File: src/rtl/rtc_pkg.sv
// Shared types, field constants and BCD helpers for the DS1302 display/set controller.
package rtc_pkg;

  typedef enum logic [1:0] {
    StDisp   = 2'd0,
    StEdit   = 2'd1,
    StCommit = 2'd2
  } state_e;

  // Field indices, also the cursor order.
  localparam logic [2:0] F_HOUR   = 3'd0;
  localparam logic [2:0] F_MINUTE = 3'd1;
  localparam logic [2:0] F_SECOND = 3'd2;
  localparam logic [2:0] F_MONTH  = 3'd3;
  localparam logic [2:0] F_DATE   = 3'd4;
  localparam logic [2:0] F_WEEK   = 3'd5;
  localparam logic [2:0] F_YEAR   = 3'd6;

  // Packed as {year, week, date, month, second, minute, hour}.
  localparam logic [6:0][7:0] FIELD_MIN = {8'h00, 8'h01, 8'h01, 8'h01, 8'h00, 8'h00, 8'h00};
  localparam logic [6:0][7:0] FIELD_MAX = {8'h99, 8'h07, 8'h31, 8'h12, 8'h59, 8'h59, 8'h23};
  localparam logic [6:0][7:0] FIELD_RST = FIELD_MIN;

  // Year is 2000-2099, so mod-4 is exact; tested directly on the BCD nibbles.
  function automatic logic is_leap(input logic [7:0] year_bcd);
    logic [3:0] units;
    units = year_bcd[3:0];
    if (year_bcd[4]) return (units == 4'd2) || (units == 4'd6);
    else             return (units == 4'd0) || (units == 4'd4) || (units == 4'd8);
  endfunction

  function automatic logic [7:0] days_in_month(input logic [7:0] month_bcd,
                                               input logic [7:0] year_bcd);
    case (month_bcd)
      8'h04, 8'h06, 8'h09, 8'h11: return 8'h30;
      8'h02:                      return is_leap(year_bcd) ? 8'h29 : 8'h28;
      default:                    return 8'h31;
    endcase
  endfunction

  function automatic logic [7:0] bcd_inc(input logic [7:0] v, input logic [7:0] lo,
                                         input logic [7:0] hi);
    if (v >= hi)              return lo;
    else if (v[3:0] == 4'd9)  return {v[7:4] + 4'd1, 4'd0};
    else                      return v + 8'd1;
  endfunction

  function automatic logic [7:0] bcd_dec(input logic [7:0] v, input logic [7:0] lo,
                                         input logic [7:0] hi);
    if (v <= lo)              return hi;
    else if (v[3:0] == 4'd0)  return {v[7:4] - 4'd1, 4'd9};
    else                      return v - 8'd1;
  endfunction

  function automatic logic [1:0] field_page(input logic [2:0] sel);
    if (sel < F_MONTH)     return 2'd0;
    else if (sel < F_YEAR) return 2'd1;
    else                   return 2'd2;
  endfunction

  function automatic logic [2:0] first_field(input logic [1:0] pg);
    case (pg)
      2'd1:    return F_MONTH;
      2'd2:    return F_YEAR;
      default: return F_HOUR;
    endcase
  endfunction

endpackage

File: src/rtl/rtc_set_ctrl_key_repeat.sv
// Auto-repeat for one held key: passes the press pulse through and adds repeat steps.
module key_repeat #(
  parameter int unsigned DELAY_CYC = 500,
  parameter int unsigned RATE_CYC  = 100
) (
  input  logic clk,
  input  logic rst,
  input  logic press,
  input  logic held,
  input  logic restart,
  output logic step
);

  localparam int unsigned MAX_CYC = (DELAY_CYC > RATE_CYC) ? DELAY_CYC : RATE_CYC;
  localparam int unsigned CW      = (MAX_CYC > 1) ? $clog2(MAX_CYC) : 1;

  logic [CW-1:0] cnt_q, cnt_d;
  logic          rate_q, rate_d;
  logic          tick;

  // Count the hold time; first terminal count is the delay, later ones the rate.
  always_comb begin
    cnt_d  = cnt_q;
    rate_d = rate_q;
    tick   = 1'b0;
    if (press || restart || !held) begin
      cnt_d  = '0;
      rate_d = 1'b0;
    end else if (cnt_q == CW'(rate_q ? RATE_CYC - 1 : DELAY_CYC - 1)) begin
      tick   = 1'b1;
      cnt_d  = '0;
      rate_d = 1'b1;
    end else begin
      cnt_d = cnt_q + 1'b1;
    end
  end

  assign step = press | tick;

  // Hold-timer state register.
  always_ff @(posedge clk) begin
    if (rst) begin
      cnt_q  <= '0;
      rate_q <= 1'b0;
    end else begin
      cnt_q  <= cnt_d;
      rate_q <= rate_d;
    end
  end

endmodule

File: src/rtl/rtc_set_ctrl.sv
// Display-page / time-set controller between the debounced keys and the DS1302 driver.
module rtc_set_ctrl
  import rtc_pkg::*;
#(
  parameter int unsigned CLK_FREQ        = 50_000_000,
  parameter int unsigned BLINK_HZ        = 2,
  parameter int unsigned REPEAT_DELAY_MS = 500,
  parameter int unsigned REPEAT_RATE_MS  = 100,
  parameter int unsigned EDIT_TIMEOUT_S  = 30
) (
  input  logic       clk,
  input  logic       rst,
  input  logic       key_mode,
  input  logic       key_next,
  input  logic       key_up,
  input  logic       key_down,
  input  logic       key_up_lvl,
  input  logic       key_down_lvl,
  input  logic [7:0] rd_second,
  input  logic [7:0] rd_minute,
  input  logic [7:0] rd_hour,
  input  logic [7:0] rd_date,
  input  logic [7:0] rd_month,
  input  logic [7:0] rd_week,
  input  logic [7:0] rd_year,
  input  logic       write_ack,
  output logic [7:0] wr_second,
  output logic [7:0] wr_minute,
  output logic [7:0] wr_hour,
  output logic [7:0] wr_date,
  output logic [7:0] wr_month,
  output logic [7:0] wr_week,
  output logic [7:0] wr_year,
  output logic       write_req,
  output logic       ch,
  output logic [1:0] page,
  output logic       edit,
  output logic [2:0] field_sel,
  output logic       blank
);

  localparam int unsigned DELAY_CYC = (CLK_FREQ / 1000) * REPEAT_DELAY_MS;
  localparam int unsigned RATE_CYC  = (CLK_FREQ / 1000) * REPEAT_RATE_MS;
  localparam int unsigned TMO_CYC   = CLK_FREQ * EDIT_TIMEOUT_S;
  localparam int unsigned HALF_CYC  = CLK_FREQ / (2 * BLINK_HZ);
  localparam int unsigned TW        = (TMO_CYC > 1) ? $clog2(TMO_CYC) : 1;
  localparam int unsigned BW        = (HALF_CYC > 1) ? $clog2(HALF_CYC) : 1;

  state_e          state_q, state_d;
  logic [6:0][7:0] buf_q, buf_d;
  logic [6:0][7:0] rd_all;
  logic [1:0]      page_d;
  logic [2:0]      sel_d;
  logic [TW-1:0]   tmo_q, tmo_d;
  logic [BW-1:0]   blink_q, blink_d;
  logic            phase_q, phase_d;
  logic            up_step, down_step, activity;
  logic [7:0]      fld_max, dim;

  assign rd_all = {rd_year, rd_week, rd_date, rd_month, rd_second, rd_minute, rd_hour};

  assign wr_hour   = buf_q[F_HOUR];
  assign wr_minute = buf_q[F_MINUTE];
  assign wr_second = buf_q[F_SECOND];
  assign wr_month  = buf_q[F_MONTH];
  assign wr_date   = buf_q[F_DATE];
  assign wr_week   = buf_q[F_WEEK];
  assign wr_year   = buf_q[F_YEAR];

  // Pressing the opposite direction restarts this key's repeat delay.
  key_repeat #(
    .DELAY_CYC (DELAY_CYC),
    .RATE_CYC  (RATE_CYC)
  ) u_rep_up (
    .clk     (clk),
    .rst     (rst),
    .press   (key_up),
    .held    (key_up_lvl),
    .restart (key_down),
    .step    (up_step)
  );

  key_repeat #(
    .DELAY_CYC (DELAY_CYC),
    .RATE_CYC  (RATE_CYC)
  ) u_rep_down (
    .clk     (clk),
    .rst     (rst),
    .press   (key_down),
    .held    (key_down_lvl),
    .restart (key_up),
    .step    (down_step)
  );

  assign activity = key_mode | key_next | up_step | down_step;

  // Next state, edit buffer, cursor, edit timeout and blink phase.
  always_comb begin
    state_d = state_q;
    buf_d   = buf_q;
    page_d  = page;
    sel_d   = field_sel;
    tmo_d   = '0;
    blink_d = blink_q;
    phase_d = phase_q;
    fld_max = 8'h00;
    dim     = 8'h00;

    unique case (state_q)
      StDisp: begin
        if (key_mode) begin
          buf_d   = rd_all;
          sel_d   = first_field(page);
          state_d = StEdit;
        end else if (key_next) begin
          page_d = (page >= 2'd2) ? 2'd0 : page + 2'd1;
        end
      end
      StEdit: begin
        if (key_mode) begin
          state_d = StCommit;
        end else if (key_next) begin
          sel_d  = (field_sel >= F_YEAR) ? F_HOUR : field_sel + 3'd1;
          page_d = field_page(sel_d);
        end else if (up_step ^ down_step) begin
          fld_max = (field_sel == F_DATE) ? days_in_month(buf_q[F_MONTH], buf_q[F_YEAR])
                                          : FIELD_MAX[field_sel];
          buf_d[field_sel] = up_step ? bcd_inc(buf_q[field_sel], FIELD_MIN[field_sel], fld_max)
                                     : bcd_dec(buf_q[field_sel], FIELD_MIN[field_sel], fld_max);
          // A month/year change may shrink the month; pull the date in on the same edge.
          if (field_sel == F_MONTH || field_sel == F_YEAR) begin
            dim = days_in_month(buf_d[F_MONTH], buf_d[F_YEAR]);
            if (buf_q[F_DATE] > dim) buf_d[F_DATE] = dim;
          end
        end

        if (activity) begin
          tmo_d = '0;
        end else if (tmo_q == TW'(TMO_CYC - 1)) begin
          state_d = StDisp;
        end else begin
          tmo_d = tmo_q + 1'b1;
        end
      end
      StCommit: begin
        if (write_ack) state_d = StDisp;
      end
      default: state_d = StDisp;
    endcase

    if (state_d != StEdit || activity) begin
      blink_d = '0;
      phase_d = 1'b0;
    end else if (blink_q == BW'(HALF_CYC - 1)) begin
      blink_d = '0;
      phase_d = ~phase_q;
    end else begin
      blink_d = blink_q + 1'b1;
    end
  end

  // State and registered outputs.
  always_ff @(posedge clk) begin
    if (rst) begin
      state_q   <= StDisp;
      buf_q     <= FIELD_RST;
      page      <= 2'd0;
      field_sel <= F_HOUR;
      tmo_q     <= '0;
      blink_q   <= '0;
      phase_q   <= 1'b0;
      edit      <= 1'b0;
      ch        <= 1'b0;
      write_req <= 1'b0;
      blank     <= 1'b0;
    end else begin
      state_q   <= state_d;
      buf_q     <= buf_d;
      page      <= page_d;
      field_sel <= sel_d;
      tmo_q     <= tmo_d;
      blink_q   <= blink_d;
      phase_q   <= phase_d;
      edit      <= (state_d != StDisp);
      ch        <= (state_d != StDisp);
      write_req <= (state_d == StCommit);
      blank     <= phase_d & (state_d == StEdit);
    end
  end

endmodule

File: config.mk
export PLATFORM = sky130hd
export DESIGN_NAME = rtc_set_ctrl
export DESIGN_NICKNAME = d
export VERILOG_FILES = /design/src/rtl/rtc_pkg.sv /design/src/rtl/rtc_set_ctrl_key_repeat.sv /design/src/rtl/rtc_set_ctrl.sv
export SDC_FILE = /design/constraint.sdc
export NUM_CORES = 1
export LEC_CHECK = 0
export BUFFER_PORTS_ARGS = -buffer_cell sky130_fd_sc_hd__buf_2
export CAP_MARGIN = 20
export CORE_MARGIN = 2
export CORE_UTILIZATION = 53
export CTS_BUF_LIST = sky130_fd_sc_hd__clkbuf_4 sky130_fd_sc_hd__clkbuf_8 sky130_fd_sc_hd__clkbuf_16
export DETAILED_ROUTE_END_ITERATION = 10
export HOLD_SLACK_MARGIN = 0.1
export PLACE_DENSITY = 0.77
export SYNTH_ARGS = -nofsm -noshare
export SYNTH_HDL_FRONTEND = slang
export SYNTH_SLANG_ARGS = --single-unit
File: constraint.sdc
create_clock -name clk -period 5.1 [get_ports clk]
set_clock_uncertainty 0.2 [all_clocks]
set_input_delay 0.765 -clock clk [delete_from_list [all_inputs] [get_ports clk]]
set_output_delay 0.765 -clock clk [all_outputs]
set_load 0.005 [all_outputs]
Yosys cells after proc, flatten, opt, wreduce, memory -nomap -nowiden
Memory sizes are Yosys's and may differ from the RTL's. A register that Yosys moved wholly into a read port is not among the register bits.
Index checks and enable logic that the tools add are counted.
Operators by class
  order comparisons: 9
  equality and inequality tests: 40
  reduce and logical (&&, ||, !) cells: 31
  mux-type cells: 86
  bitwise gates (word level): 9
  $add $sub $neg: 10
Operator list (count)
  $mux 8: 29
  $mux 56: 4
  $pmux 56 s2: 1
  $bwmux 56: 1
  $add 25x1->25 const B: 2
  $eq 25x25->1: 2
  $mux 25: 2
  $eq 8x3->1 const B: 4
  $add 31x1->31 const B: 1
  $eq 31x31->1 const B: 1
  $add 24x1->24 const B: 1
  $bmux 8 s3: 1
  $demux 8 s3: 1
  $eq 24x24->1 const B: 1
  $mux 2: 12
  $mux 3: 8
  $mux 1: 21
  $pmux 5 s2: 2
  $eq 4x3->1 const B: 4
  $eq 8x2->1 const B: 2
  $eq 8x4->1 const B: 2
  $eq 8x5->1 const B: 2
  $ne 2x2->1 const B: 7
  $eq 4x4->1 const B: 3
  39 further kinds: 71
Storage, ports and cells
  register bits: 174
  logic and storage cells: 207
  input port bits: 65
  ROM bits: 128
  output and inout port bits: 65
  memories kept: 2
Memories
  (name not given): words 8, bits a word 8, rd ports 1, clocked after Yosys merged registers in 1, wr ports 0, RTL line rtc_set_ctrl.sv:129  | : bcd_dec(buf_q[field_sel], FIELD_MIN[field_sel], fld_max);
  (name not given): words 8, bits a word 8, rd ports 1, clocked after Yosys merged registers in 1, wr ports 0, RTL line rtc_set_ctrl.sv:127  | : FIELD_MAX[field_sel];

Logic depth before layout (Yosys ltp)
Gate-level depths: netlist (run 1).
  depth in word-level cells: 49
  gate-level depth with buffers: 31
  depth with buffers taken out: 28

Modules after synthesis
From an unflattened synthesis (run 1), not the netlist that was laid out.
Second synthesis, totals
  cells, all modules: 1224
  area, all modules: 10369.9 µm²
Modules (own cells, without submodules)
  rtc_set_ctrl: area an instance 7717.4 µm², sequential area each 2622.5 µm², cells each 936, instances 1
  key_repeat: area an instance 1326.3 µm², sequential area each 520.5 µm², cells each 144, instances 2

Worst setup path before layout (run 1)
Ideal clock, no wire load.
  path type: register to register
  start point: register field_sel[1]
  end point: register buf_q (netlist bit wr_date[6])
  stages on the path, launching flop included: 28
  arrival time: 4.897 ns
  path buffers: 3
  clock period less this slack: 5.228 ns
  slack: -0.128 ns
  required time: 4.769 ns
  library setup time: 0.131 ns
  cell sequence: dfxtp_1 -> buf_6 -> buf_6 -> mux2_1 -> a32o_1 -> nor2_2 -> inv_1 -> ha_1 -> a211oi_1 -> nand2_1 -> o31a_1 -> nor2_1 -> a22o_1 -> clkbuf_1 -> a211o_1 -> and3_1 -> nor4_1 -> o31ai_1 -> nand2_1 -> ha_1 -> nand2_1 -> a21oi_1 -> nor2b_1 -> o211ai_1 -> a22oi_1 -> nor2_1 -> a221oi_1 -> nor3_1
Between the ends
  longest elaborated chain between the ends: 35
  elaborated cells between the ends (all ways): 69
  classes of those cells: 4 x add/sub; 5 x order compare; 13 x eq/ne; 39 x mux; 8 x reduce/logical
Ends and longest elaborated chain
  start: declaration: RTL line rtc_set_ctrl.sv:38  | output logic [2:0] field_sel,
  start signal: assignment: RTL line rtc_set_ctrl.sv:180  | field_sel <= sel_d;
  $bmux 8 s3: RTL line rtc_set_ctrl.sv:128, rtc_set_ctrl.sv:129
  $mux 8 (not written as such): RTL line rtc_set_ctrl.sv:128, rtc_set_ctrl.sv:129
  $sub 8x1->8, or another cell as far along: RTL line rtc_pkg.sv:52  | else return v - 8'd1;
  $mux 8, on equally long branches: RTL line rtc_pkg.sv:51, rtc_pkg.sv:44
  $mux 8, on equally long branches: RTL line rtc_pkg.sv:50, rtc_pkg.sv:43
  $mux 8: RTL line rtc_set_ctrl.sv:125  | end else if (up_step ^ down_step) begin
  $mux 8: RTL line rtc_set_ctrl.sv:122  | end else if (key_next) begin
  $mux 8: RTL line rtc_set_ctrl.sv:120  | if (key_mode) begin
  [19 not listed]
  $mux 8: RTL line rtc_set_ctrl.sv:109  | unique case (state_q)
  $gt 8x8->1: RTL line rtc_set_ctrl.sv:133  | if (buf_q[F_DATE] > dim) buf_d[F_DATE] = dim;
  $mux 8: RTL line rtc_set_ctrl.sv:133
  $mux 8 *: RTL line rtc_set_ctrl.sv:131  | if (field_sel == F_MONTH || field_sel == F_YEAR) begin
  $mux 56 *: RTL line rtc_set_ctrl.sv:125
  $mux 56 *: RTL line rtc_set_ctrl.sv:122
  $mux 56 *: RTL line rtc_set_ctrl.sv:120
  $pmux 56 s2 *: RTL line rtc_set_ctrl.sv:109
  end signal: assignment: RTL line rtc_set_ctrl.sv:178  | buf_q <= buf_d;
  end: declaration: RTL line rtc_set_ctrl.sv:50  | logic [6:0][7:0] buf_q, buf_d;
Every way passes the cells marked *; elsewhere a longest branch is shown, timed or not. The select of a mux whose other input is x is not followed.
A chain may end at the register's enable or synchronous reset.

Worst setup path in the final report (run 1)
  start point: register field_sel[2]
  end point: register buf_q (netlist bit wr_date[4])
The elaborated chain is that of the path after synthesis.

==> results of run 1 <==
==> layer usage <==
metal | global-route usage (%) | wire [um]
met5 | 0 | 0
met4 | 13.1 | 1530
met3 | 7.03 | 2610
met2 | 48.3 | 14900
met1 | 36.9 | 12900
==> worst max-delay path, delay by kind of cell, from the launching register on <==
| kind | cells | cell delay [ps] |
|---|---|---|
| compound gates | 13 | 2480 |
| fa+ha+maj | 2 | 490 |
| buf+inv | 6 | 780 |
| flops | 1 | 430 |
| simple gates | 8 | 880 |
==> cells by family after synthesis <==
group | share of synthesized area (%)
buf+inv | 4.48
simple gates | 24.7
mux | 3.69
compound gates | 17.5
fa+ha+maj | 4.04
flops | 37.0
xor+xnor | 8.57
==> registers in the layout, summed over array words and instances (netlist names), 24 cells and up, named ones only <==
name              flops
blink_q              24
tmo_q                31
u_rep_down.cnt_q     25
u_rep_up.cnt_q       25
==> repair_timing <==
action / in CTS / in global routing
pin swaps: 13 / 18
endpoints found under the setup margin: 8 / 8
cloned: 0 / 2
hold endpoints to repair: 0 / 0
gates resized for setup: 32 / 98
buffers inserted: 11 / 22
==> cell type report <==
cell class / instances / area (sq um) / area share, %
inverter: 41 / 161 / 1.25
sequential: 183 / 3670 / 28.4
antenna: 1 / 2.50 / 0.0193
multi-input combinational: 918 / 6350 / 49.0
clock buffer: 18 / 439 / 3.39
timing repair buffer: 278 / 1890 / 14.6
clock inverter: 13 / 141 / 1.09
tap: 234 / 293 / 2.26
==> stage by stage <==
stage	util (%)	cells	setup TNS (ps)
after floorplan	-	1202	0
after global placement	61.9	1619	-66.4
after detailed placement	61.9	1619	-1230
after CTS	66.2	1661	0
after global routing	69.9	1685	-3020
final	69.9	1686	-1480
==> how the worst max path moves through the flow <==
stage          slack (ps)                 startpoint  cells after the start                 endpoint
2_1_floorplan           5  field_sel[1]$_SDFFE_PP0P_                     27  wr_date[6]$_SDFFE_PP0P_
3_3_place_gp          -30  field_sel[1]$_SDFFE_PP0P_                     27  wr_date[5]$_SDFFE_PP0P_
3_5_place_dp         -210  field_sel[1]$_SDFFE_PP0P_                     27  wr_date[5]$_SDFFE_PP0P_
4_1_cts                 3  field_sel[0]$_SDFFE_PP0P_                     29  wr_date[3]$_SDFFE_PP0P_
5_1_grt              -430  field_sel[1]$_SDFFE_PP0P_                     31  wr_date[4]$_SDFFE_PP0P_
6_report             -250  field_sel[2]$_SDFFE_PP0P_                     29  wr_date[4]$_SDFFE_PP0P_
==> cells in the final DEF (no fill, tap or decap), types with 6 or more instances in the layout <==
master / instances
xnor2_1: 38
mux2i_1: 18
inv_1: 32
dfxtp_1: 180
or2_2: 6
nor3_1: 22
nand2b_1: 10
nor2_1: 209
o211ai_1: 11
a211oi_1: 48
ha_1: 22
buf_2: 129
xor2_1: 59
clkbuf_16: 19
nand4_1: 19
nand2_1: 77
buf_6: 9
and3_1: 28
ha_4: 9
and2_1: 8
nand3_1: 56
inv_2: 6
nand2_2: 6
o22ai_1: 43
or3_1: 9
a21oi_1: 34
buf_4: 132
o21ai_0: 24
==> where the power goes <==
part	switching [mW]	internal, mW
Sequential	0.0721	1.49
Clock	0.605	0.699
Combinational	0.787	0.671
==> qor.yml, run 1 <==
status:
  status: "finished, violations left"
  violations: "setup timing"
timing:
  layout_min_cycle_time_ps: 5350
  max_freq_ghz: 0.187
  setup_viol: 8
  hold_violations: 0
  drv_slew: 0
  worst_pin_slew_ps: 886
  fin_crit_sh_pct: 105
  hold_ws_ps: 260
  rsz0062_at_grt: "true"
  worst_slack_ps: -251
  max_slew_margin_pct: 40.7
synthesis:
  synth.cells.most_frequent: "nor2_1 (215), dfxtp_1 (183), nand2_1 (83)"
  synth_top_area_share_pct: 37.0
  synth_flop_cell: "dfxtp_1"
  netlist_area_sq_mm: 0.00991
  yosysSeqAreaShare_pct: 37.0
  synth_cell_types: 78
  yosys-top-cells-area: "dfxtp_1 (37%), nor2_1 (8.1%), xor2_1 (5.2%)"
  ys_ff_latch: 183
  yosysTopAreaCell: "dfxtp_1"
  syn_inst: 1202
  syn_nets: 1299
  synth.most_common_cell: "nor2_1"
  synth-edff-count: 0
  yosys_warnings: 0
  syn-mean-instance-area_sq_um: 8.24
  async_flop_share_pct: 0
drt:
  drc: 0
  drt_iter0_markers: 1027
  wl_per_cell_um: 18.9
  detailedRoute.firstPassIterationCount: 7
  vias: 10200
  drt-total-wl_um: 31900
  detail-route-antenna-nets: 0
  via_per_inst: 6.04
worst_setup_path:
  start_kind: "register"
  cp_data_arrival_time_ps: 5490
  critPathMaxStageDelay_ps: 430
  cp-end-kind: "register"
  cp_max_fo: 7
  required_ps: 5240
  slowest_stage: "dfxtp_2"
  crit_top_cell: "buf_4"
  r2r_start: "field_sel[2]$_SDFFE_PP0P_"
  rr_worst_depth: 29
  worstReg2RegEnd: "wr_date[4]$_SDFFE_PP0P_"
  reg2reg_slack_ps: -250
  crit_type: "register to register"
die:
  start_util_pct: 53.5
  die_area_sq_mm: 0.0198
  die_height_um: 141
  die_w_um: 141
  pin_count: 130
  core_region_area_sq_mm: 0.0185
  row_count: 50
clocking:
  htreeDepth: 4
  path_clk_slew_ps: 70
  cts_sinks: 183
  cts_root_buffer: "clkbuf_16"
  cts_tree: "built"
  cts_made_buffers: 17
  clock_latency_ps: 450
  ctsHoldBuffers: 0
  cts_buffer_depth: 2
worst_hold_path:
  hp-class: "register to register"
  holdPathEnd: "u_rep_up.cnt_q[0]$_SDFF_PP0_"
  hold_depth: 1
  hp-start: "u_rep_up.cnt_q[0]$_SDFF_PP0_"
global_routing:
  grt_first_pass_wirelength_um: 46800
  grt_max_degree: 60
  antenna_found_initial: 0
  grt_pass1_vias: 9332
  gr-usage-all-layers_pct: 29.4
  globalRoute.totalOverflow: 0
power:
  p_per_area_mw_per_mm2: 334
  leakage_nw: 5.08
  power_mw: 4.33
  ir_drop_mv: 0.264
placement:
  place_area_sq_mm: 0.0115
  hpwl_um: 21400
  pre_cts_slack_ps: -212
  gp_congestion: 0.983
  portBuffers: 129
cells_and_area:
  nFillCells: 1458
  num-nets-final: 1536
  drive_gt1_share_pct: 29.6
  layout-area-overhead-vs-synth_pct: 30.7
  final_cell_area_sq_mm: 0.0129
flow_run:
  cap_violations: 0
No activity file was read; power rests on OpenSTA's default activity.
==> run 2: changes to the inputs <==
CELL_PAD_IN_SITES_DETAIL_PLACEMENT = 0   (was default)
CELL_PAD_IN_SITES_GLOBAL_PLACEMENT = 1   (was default)
CORE_ASPECT_RATIO = 2   (was default)
CORE_UTILIZATION = 39   (was 53)
PLACE_DENSITY = default   (was 0.77)
PLACE_DENSITY_LB_ADDON = 0.1   (was default)
==> qor.yml, run 2 (same netlist as run 1, synthesis figures left out) <==
status:
  violations: "setup timing"
  status: "finished, violations left"
drt:
  drt_iter0_markers: 622  # -39%
  detail-route-antenna-nets: 0  # unchanged
  vias: 9781  # -4.0%
  via_per_inst: 5.49  # -9.2%
  drt-total-wl_um: 36100  # +13%
  detailedRoute.firstPassIterationCount: 5  # -2
  drc: 0  # unchanged
  wl_per_cell_um: 20.3  # +7.0%
worst_setup_path:
  start_kind: "register"
  required_ps: 5250  # about the same
  slowest_stage: "dfxtp_4"
  critPathMaxStageDelay_ps: 430  # about the same
  cp_data_arrival_time_ps: 5380  # -110 ps
  cp_top_family: "compound AO/OA/AOI/OAI gates"
  timing.critical_path.buf_inv: 6  # unchanged
  cp_max_fo: 6  # -1
  cp-end-kind: "register"
  crit_type: "register to register"
power:
  power_mw: 4.42  # +2.2%
  leakage_nw: 5.05  # -0.52%
  p_per_area_mw_per_mm2: 343  # +2.7%
  ir_drop_mv: 0.300  # +14%
cells_and_area:
  num-nets-final: 1531  # -0.33%
  largest_reg_flops: 31  # unchanged
  reg.largest.list: "tmo_q (31), u_rep_down.cnt_q (25), u_rep_up.cnt_q (25)"
  drive_gt1_share_pct: 27.4  # -2.2 points
  final_cell_mix: "nor2_1 (212), dfxtp_1 (180), buf_4 (133), buf_2 (129), nand2_1 (80)"
  final_util_pct: 51.5  # -18 points
  diodes: 0  # -1
  top_register: "tmo_q"
  layout-area-overhead-vs-synth_pct: 30.1
  mostFrequentLayoutCell: "nor2_1"
die:
  die_height_um: 229  # +63%
  core_region_area_sq_mm: 0.0250  # +35%
  start_util_pct: 39.6  # -14 points
  die_area_sq_mm: 0.0268  # +35%
  die_w_um: 117  # -17%
  row_count: 82  # +64%
  pin_count: 130  # unchanged
clocking:
  htreeDepth: 4  # unchanged
  ctsHoldBuffers: 0  # unchanged
  cts_sinks: 183  # unchanged
  clock_latency_ps: 460  # about the same
  cts_tree: "built"
  cts_made_buffers: 17  # unchanged
  cts_buffer_depth: 2  # unchanged
  cts_root_buffer: "clkbuf_16"
  path_clk_slew_ps: 70  # about the same
timing:
  max_slew_margin_pct: 38.5  # -2.2 points
  layout_min_cycle_time_ps: 5230  # -119 ps
  worst_pin_slew_ps: 920  # +33.2 ps
  hold_ws_ps: 262  # +2.23 ps
  drv_slew: 0  # unchanged
  hold_violations: 0  # unchanged
  worst_slack_ps: -132  # +119 ps
  max_freq_ghz: 0.191  # +2.3%
  setup_viol: 7  # -1
  fin_crit_sh_pct: 103  # -2.3 points
  rsz0062_at_grt: "true"
  fin_tns_setup_ps: -501  # +982 ps
global_routing:
  grt_first_pass_wirelength_um: 54700  # +17%
  globalRoute.totalOverflow: 0  # unchanged
  grt_pass1_vias: 9559  # +2.4%
  grt_max_degree: 59  # -1.7%
  antenna_found_initial: 0  # unchanged
  gr-usage-all-layers_pct: 27.2  # -2.2 points
flow_run:
  cap_violations: 0  # unchanged
placement:
  hpwl_um: 27400  # +28%
  portBuffers: 129  # unchanged
  gp_congestion: 0.981  # -0.19%
worst_hold_path:
  hp-class: "register to register"
run 2: changes by cell type in the layout (fill, tap and decap cells not counted), sizes merged:
cell and delta:
diode -1, buf -3, clkinvlp -2, inv -3, bufinv +3
run 2: layout make-up:
| cell class | instances | area [sq um] |
|---|---|---|
| clock inverter | 11 | 171 |
| fill | 2496 | 12100 |
| timing repair buffer | 273 | 1820 |
| tap | 336 | 420 |
| multi-input combinational | 918 | 6190 |
| clock buffer | 20 | 454 |
| inverter | 41 | 161 |
| sequential | 183 | 3670 |
run 2: power by group:
| part | switching (mW) | total (mW) | internal, mW |
|---|---|---|---|
| logic | 0.770 | 1.40 | 0.634 |
| registers | 0.0855 | 1.58 | 1.49 |
| clock network | 0.597 | 1.44 | 0.843 |
run 2: worst paths after layout:
check,startpoint,endpoint,slack [ps],depth (start not counted)
max,field_sel[0]$_SDFFE_PP0P_,wr_date[4]$_SDFFE_PP0P_,-130,27
min,blink_q[0]$_SDFF_PP0_,blink_q[0]$_SDFF_PP0_,260,1
min reg2reg,blink_q[0]$_SDFF_PP0_,blink_q[0]$_SDFF_PP0_,260,1
max reg2reg,field_sel[0]$_SDFFE_PP0P_,wr_date[4]$_SDFFE_PP0P_,-130,27
run 2: metrics by stage:
stage	instance area (sq um)	worst slack, ps	std cells
CTS	12400	-53.1	1767
detailed placement	11600	-269	1729
finish	12900	-132	1782
global route	12900	-337	1782
floorplan	9910	4.74	1202
global placement	11600	-160	1729
run 2: worst reg2reg max path, delay by kind of cell, from the launching register on:
kind | cells | cell delay [ps]
AOI/OAI and AO/OA | 12 | 2190
buffers and inverters | 6 | 780
and+or+nand+nor | 6 | 710
adders and majority gates | 2 | 550
DFF | 1 | 430
muxes | 1 | 270
run 2: repair_timing:
action | 4_1_cts | 5_1_grt
setup endpoints to repair | 8 | 8
gates resized for setup | 19 | 73
buffers inserted | 5 | 16
cloned | 2 | 0
pin swaps | 10 | 31
run 2: layer usage:
| metal | track usage [%] | share of wire [%] | up-vias |
|---|---|---|---|
| met3 | 4.47 | 3.5 | 85 |
| met4 | 15.1 | 5.2 | 0 |
| li1 | - | - | 4754 |
| met5 | 0 | 0 | - |
| met2 | 49.2 | 55 | 276 |
| met1 | 28.8 | 36 | 4666 |
==> run 3: changes to the inputs <==
CTS_BUF_LIST = default   (was sky130_fd_sc_hd__clkbuf_4 sky130_fd_sc_hd__clkbuf_8 sky130_fd_sc_hd__clkbuf_16)
==> qor.yml, run 3 (same netlist as run 1, synthesis figures left out) <==
power:
  leakage_nw: 5.04  # -0.14%
  p_seq_share_pct: 35.8  # about the same
  intPower_mw: 2.96  # -0.36%
  ir_drop_mv: 0.301  # +0.47%
  power.share.clock_pct: 32.4  # -0.2 points
  switching_power_mw: 1.45  # about the same
  sw_frac_of_total_pct: 32.9  # +0.086 points
  power_mw: 4.41  # -0.23%
  pwr-share-comb_pct: 31.8  # about the same
  p_per_area_mw_per_mm2: 343  # -0.17%
worst_setup_path:
  cp_data_arrival_time_ps: 5390  # about the same
  start_kind: "register"
  crit_type: "register to register"
  required_ps: 5250  # about the same
  cp_max_fo: 6  # unchanged
  cp-end-kind: "register"
cells_and_area:
  final_cell_mix: "nor2_1 (212), dfxtp_1 (180), buf_4 (133), buf_2 (129), nand2_1 (80)"
  top_register: "tmo_q"
  multi_input_area_sq_mm: 0.00619  # unchanged
  reg.largest.list: "tmo_q (31), u_rep_down.cnt_q (25), u_rep_up.cnt_q (25)"
  num-nets-final: 1531  # unchanged
  register_area_sq_mm: 0.00367  # unchanged
  drive_gt1_share_pct: 27.2  # -0.14 points
  mostFrequentLayoutCell: "nor2_1"
  layout-area-overhead-vs-synth_pct: 30.0  # about the same
  final_util_pct: 51.4  # about the same
  diodes: 0  # unchanged
  largest_reg_flops: 31  # unchanged
  final_cell_area_sq_mm: 0.0129  # about the same
  nFillCells: 2496  # unchanged
drt:
  drc: 0  # unchanged
  wl_met1_um: 13100  # -0.21%
  route.top_layer_used: "met4"
  detailedRoute.firstPassIterationCount: 5  # unchanged
  drt_iter0_markers: 635  # +2.1%
  vias: 9771  # -0.10%
  detail-route-antenna-nets: 0  # unchanged
  wl_per_cell_um: 20.3  # about the same
  wl_met2_um: 19700  # -0.50%
  via_per_inst: 5.48  # -0.10%
  drt-total-wl_um: 36100  # about the same
  dr_wl_met3_um: 1270  # +0.55%
clocking:
  cts_made_buffers: 17  # unchanged
  ctsHoldBuffers: 0  # unchanged
  cts_buffer_depth: 2  # unchanged
  path_clk_slew_ps: 70  # about the same
  cts_sinks: 183  # unchanged
  clock_latency_ps: 460  # about the same
  cts_root_buffer: "clkbuf_16"
  cts_tree: "built"
  htreeDepth: 4  # unchanged
timing:
  hold_ws_ps: 262  # +0.0950 ps
  max_freq_ghz: 0.191  # about the same
  drv_slew: 0  # unchanged
  max_slew_margin_pct: 39.0  # +0.53 points
  setup_viol: 6  # -1
  fin_crit_sh_pct: 103  # about the same
  worst_pin_slew_ps: 912  # -7.90 ps
  worst_slack_ps: -134  # -1.55 ps
  rsz0062_at_grt: "true"
  layout_min_cycle_time_ps: 5230  # +1.55 ps
  hold_violations: 0  # unchanged
die:
  core_region_area_sq_mm: 0.0250  # unchanged
  die_height_um: 229  # unchanged
  pin_count: 130  # unchanged
  start_util_pct: 39.6  # unchanged
  die_w_um: 117  # unchanged
  row_count: 82  # unchanged
  die_area_sq_mm: 0.0268  # unchanged
global_routing:
  grt_first_pass_wirelength_um: 54700  # about the same
  gr-usage-all-layers_pct: 27.2  # unchanged
  globalRoute.totalOverflow: 0  # unchanged
  grt_pass1_vias: 9560  # +0.010%
  grt_max_degree: 59  # unchanged
  antenna_found_initial: 0  # unchanged
status:
  status: "finished, violations left"
  violations: "setup timing"
placement:
  place_area_sq_mm: 0.0116  # unchanged
  hpwl_um: 27400  # unchanged
  portBuffers: 129  # unchanged
  gp_congestion: 0.981  # unchanged
flow_run:
  cap_violations: 0  # unchanged
worst_hold_path:
  hp-class: "register to register"
-- run 3: cell count changes in the layout (fill, tap and decap cells not counted) --
cell,change
clkbuf_1,+2
clkbuf_4,-2
-- run 3: worst paths after layout --
kind | from | end | slack [ps] | depth (start not counted)
setup / recovery | field_sel[0]$_SDFFE_PP0P_ | wr_date[4]$_SDFFE_PP0P_ | -130 | 27
hold / removal | blink_q[0]$_SDFF_PP0_ | blink_q[0]$_SDFF_PP0_ | 260 | 1
setup reg to reg | field_sel[0]$_SDFFE_PP0P_ | wr_date[4]$_SDFFE_PP0P_ | -130 | 27
hold reg to reg | blink_q[0]$_SDFF_PP0_ | blink_q[0]$_SDFF_PP0_ | 260 | 1
-- run 3: through the flow --
stage,std cells,setup TNS [ps],setup WS (ps)
after CTS,1767,-117,-53.1
after detailed placement,1729,-1540,-269
after global placement,1729,-784,-160
after floorplan,1202,0,4.74
final,1782,-501,-134
after global routing,1782,-2040,-337
-- run 3: critical path, stage by stage (launching register included) --
cell,delay (ps)
dfxtp_4,420
buf_12,170
mux2i_4,250
o221ai_2,130
a32oi_4,300
inv_4,100
ha_4,280
nand2_2,40
a32oi_1,190
o31a_1,220
buf_4,140
nor2_1,50
buf_4,180
a22o_4,250
a211o_1,270
and3_4,180
nor4_4,270
o31ai_4,90
nand2_1,80
ha_2,260
nand4_1,90
o211ai_1,100
a22oi_2,240
buf_6,160
inv_4,30
o221ai_2,40
o211ai_1,110
a32o_1,240
-- run 3: what timing repair did --
action,CTS,global route
pin swaps,10,31
gates resized for setup,19,73
buffers inserted,5,16
setup endpoints to repair,8,8
cloned,2,0
-- run 3: cell type report --
type / instances / share of cell area, %
multi-input cells: 918 / 48.0
flip-flops and latches: 183 / 28.5
repair buffers: 273 / 14.1
clock buffers: 20 / 3.47
well taps: 336 / 3.26
clock inverters: 11 / 1.33
inverters: 41 / 1.25
-- run 3: power by group through the flow --
stage / clock, mW / sequential [mW] / combinational [mW]
5_1_grt: 1.51 / 1.58 / 1.49
3_5_place_dp: 0 / 1.61 / 1.18
2_1_floorplan: 0 / 1.58 / 0.622
4_1_cts: 1.47 / 1.57 / 1.23
6_report: 1.43 / 1.58 / 1.40
3_3_place_gp: 0 / 1.61 / 1.18
-- run 3: routing by layer --
| layer | GRT usage (%) | vias to the layer above |
|---|---|---|
| met1 | 28.8 | 4640 |
| met5 | 0 | - |
| li1 | - | 4762 |
| met2 | 49.2 | 274 |
| met4 | 15.1 | 0 |
| met3 | 4.47 | 95 |
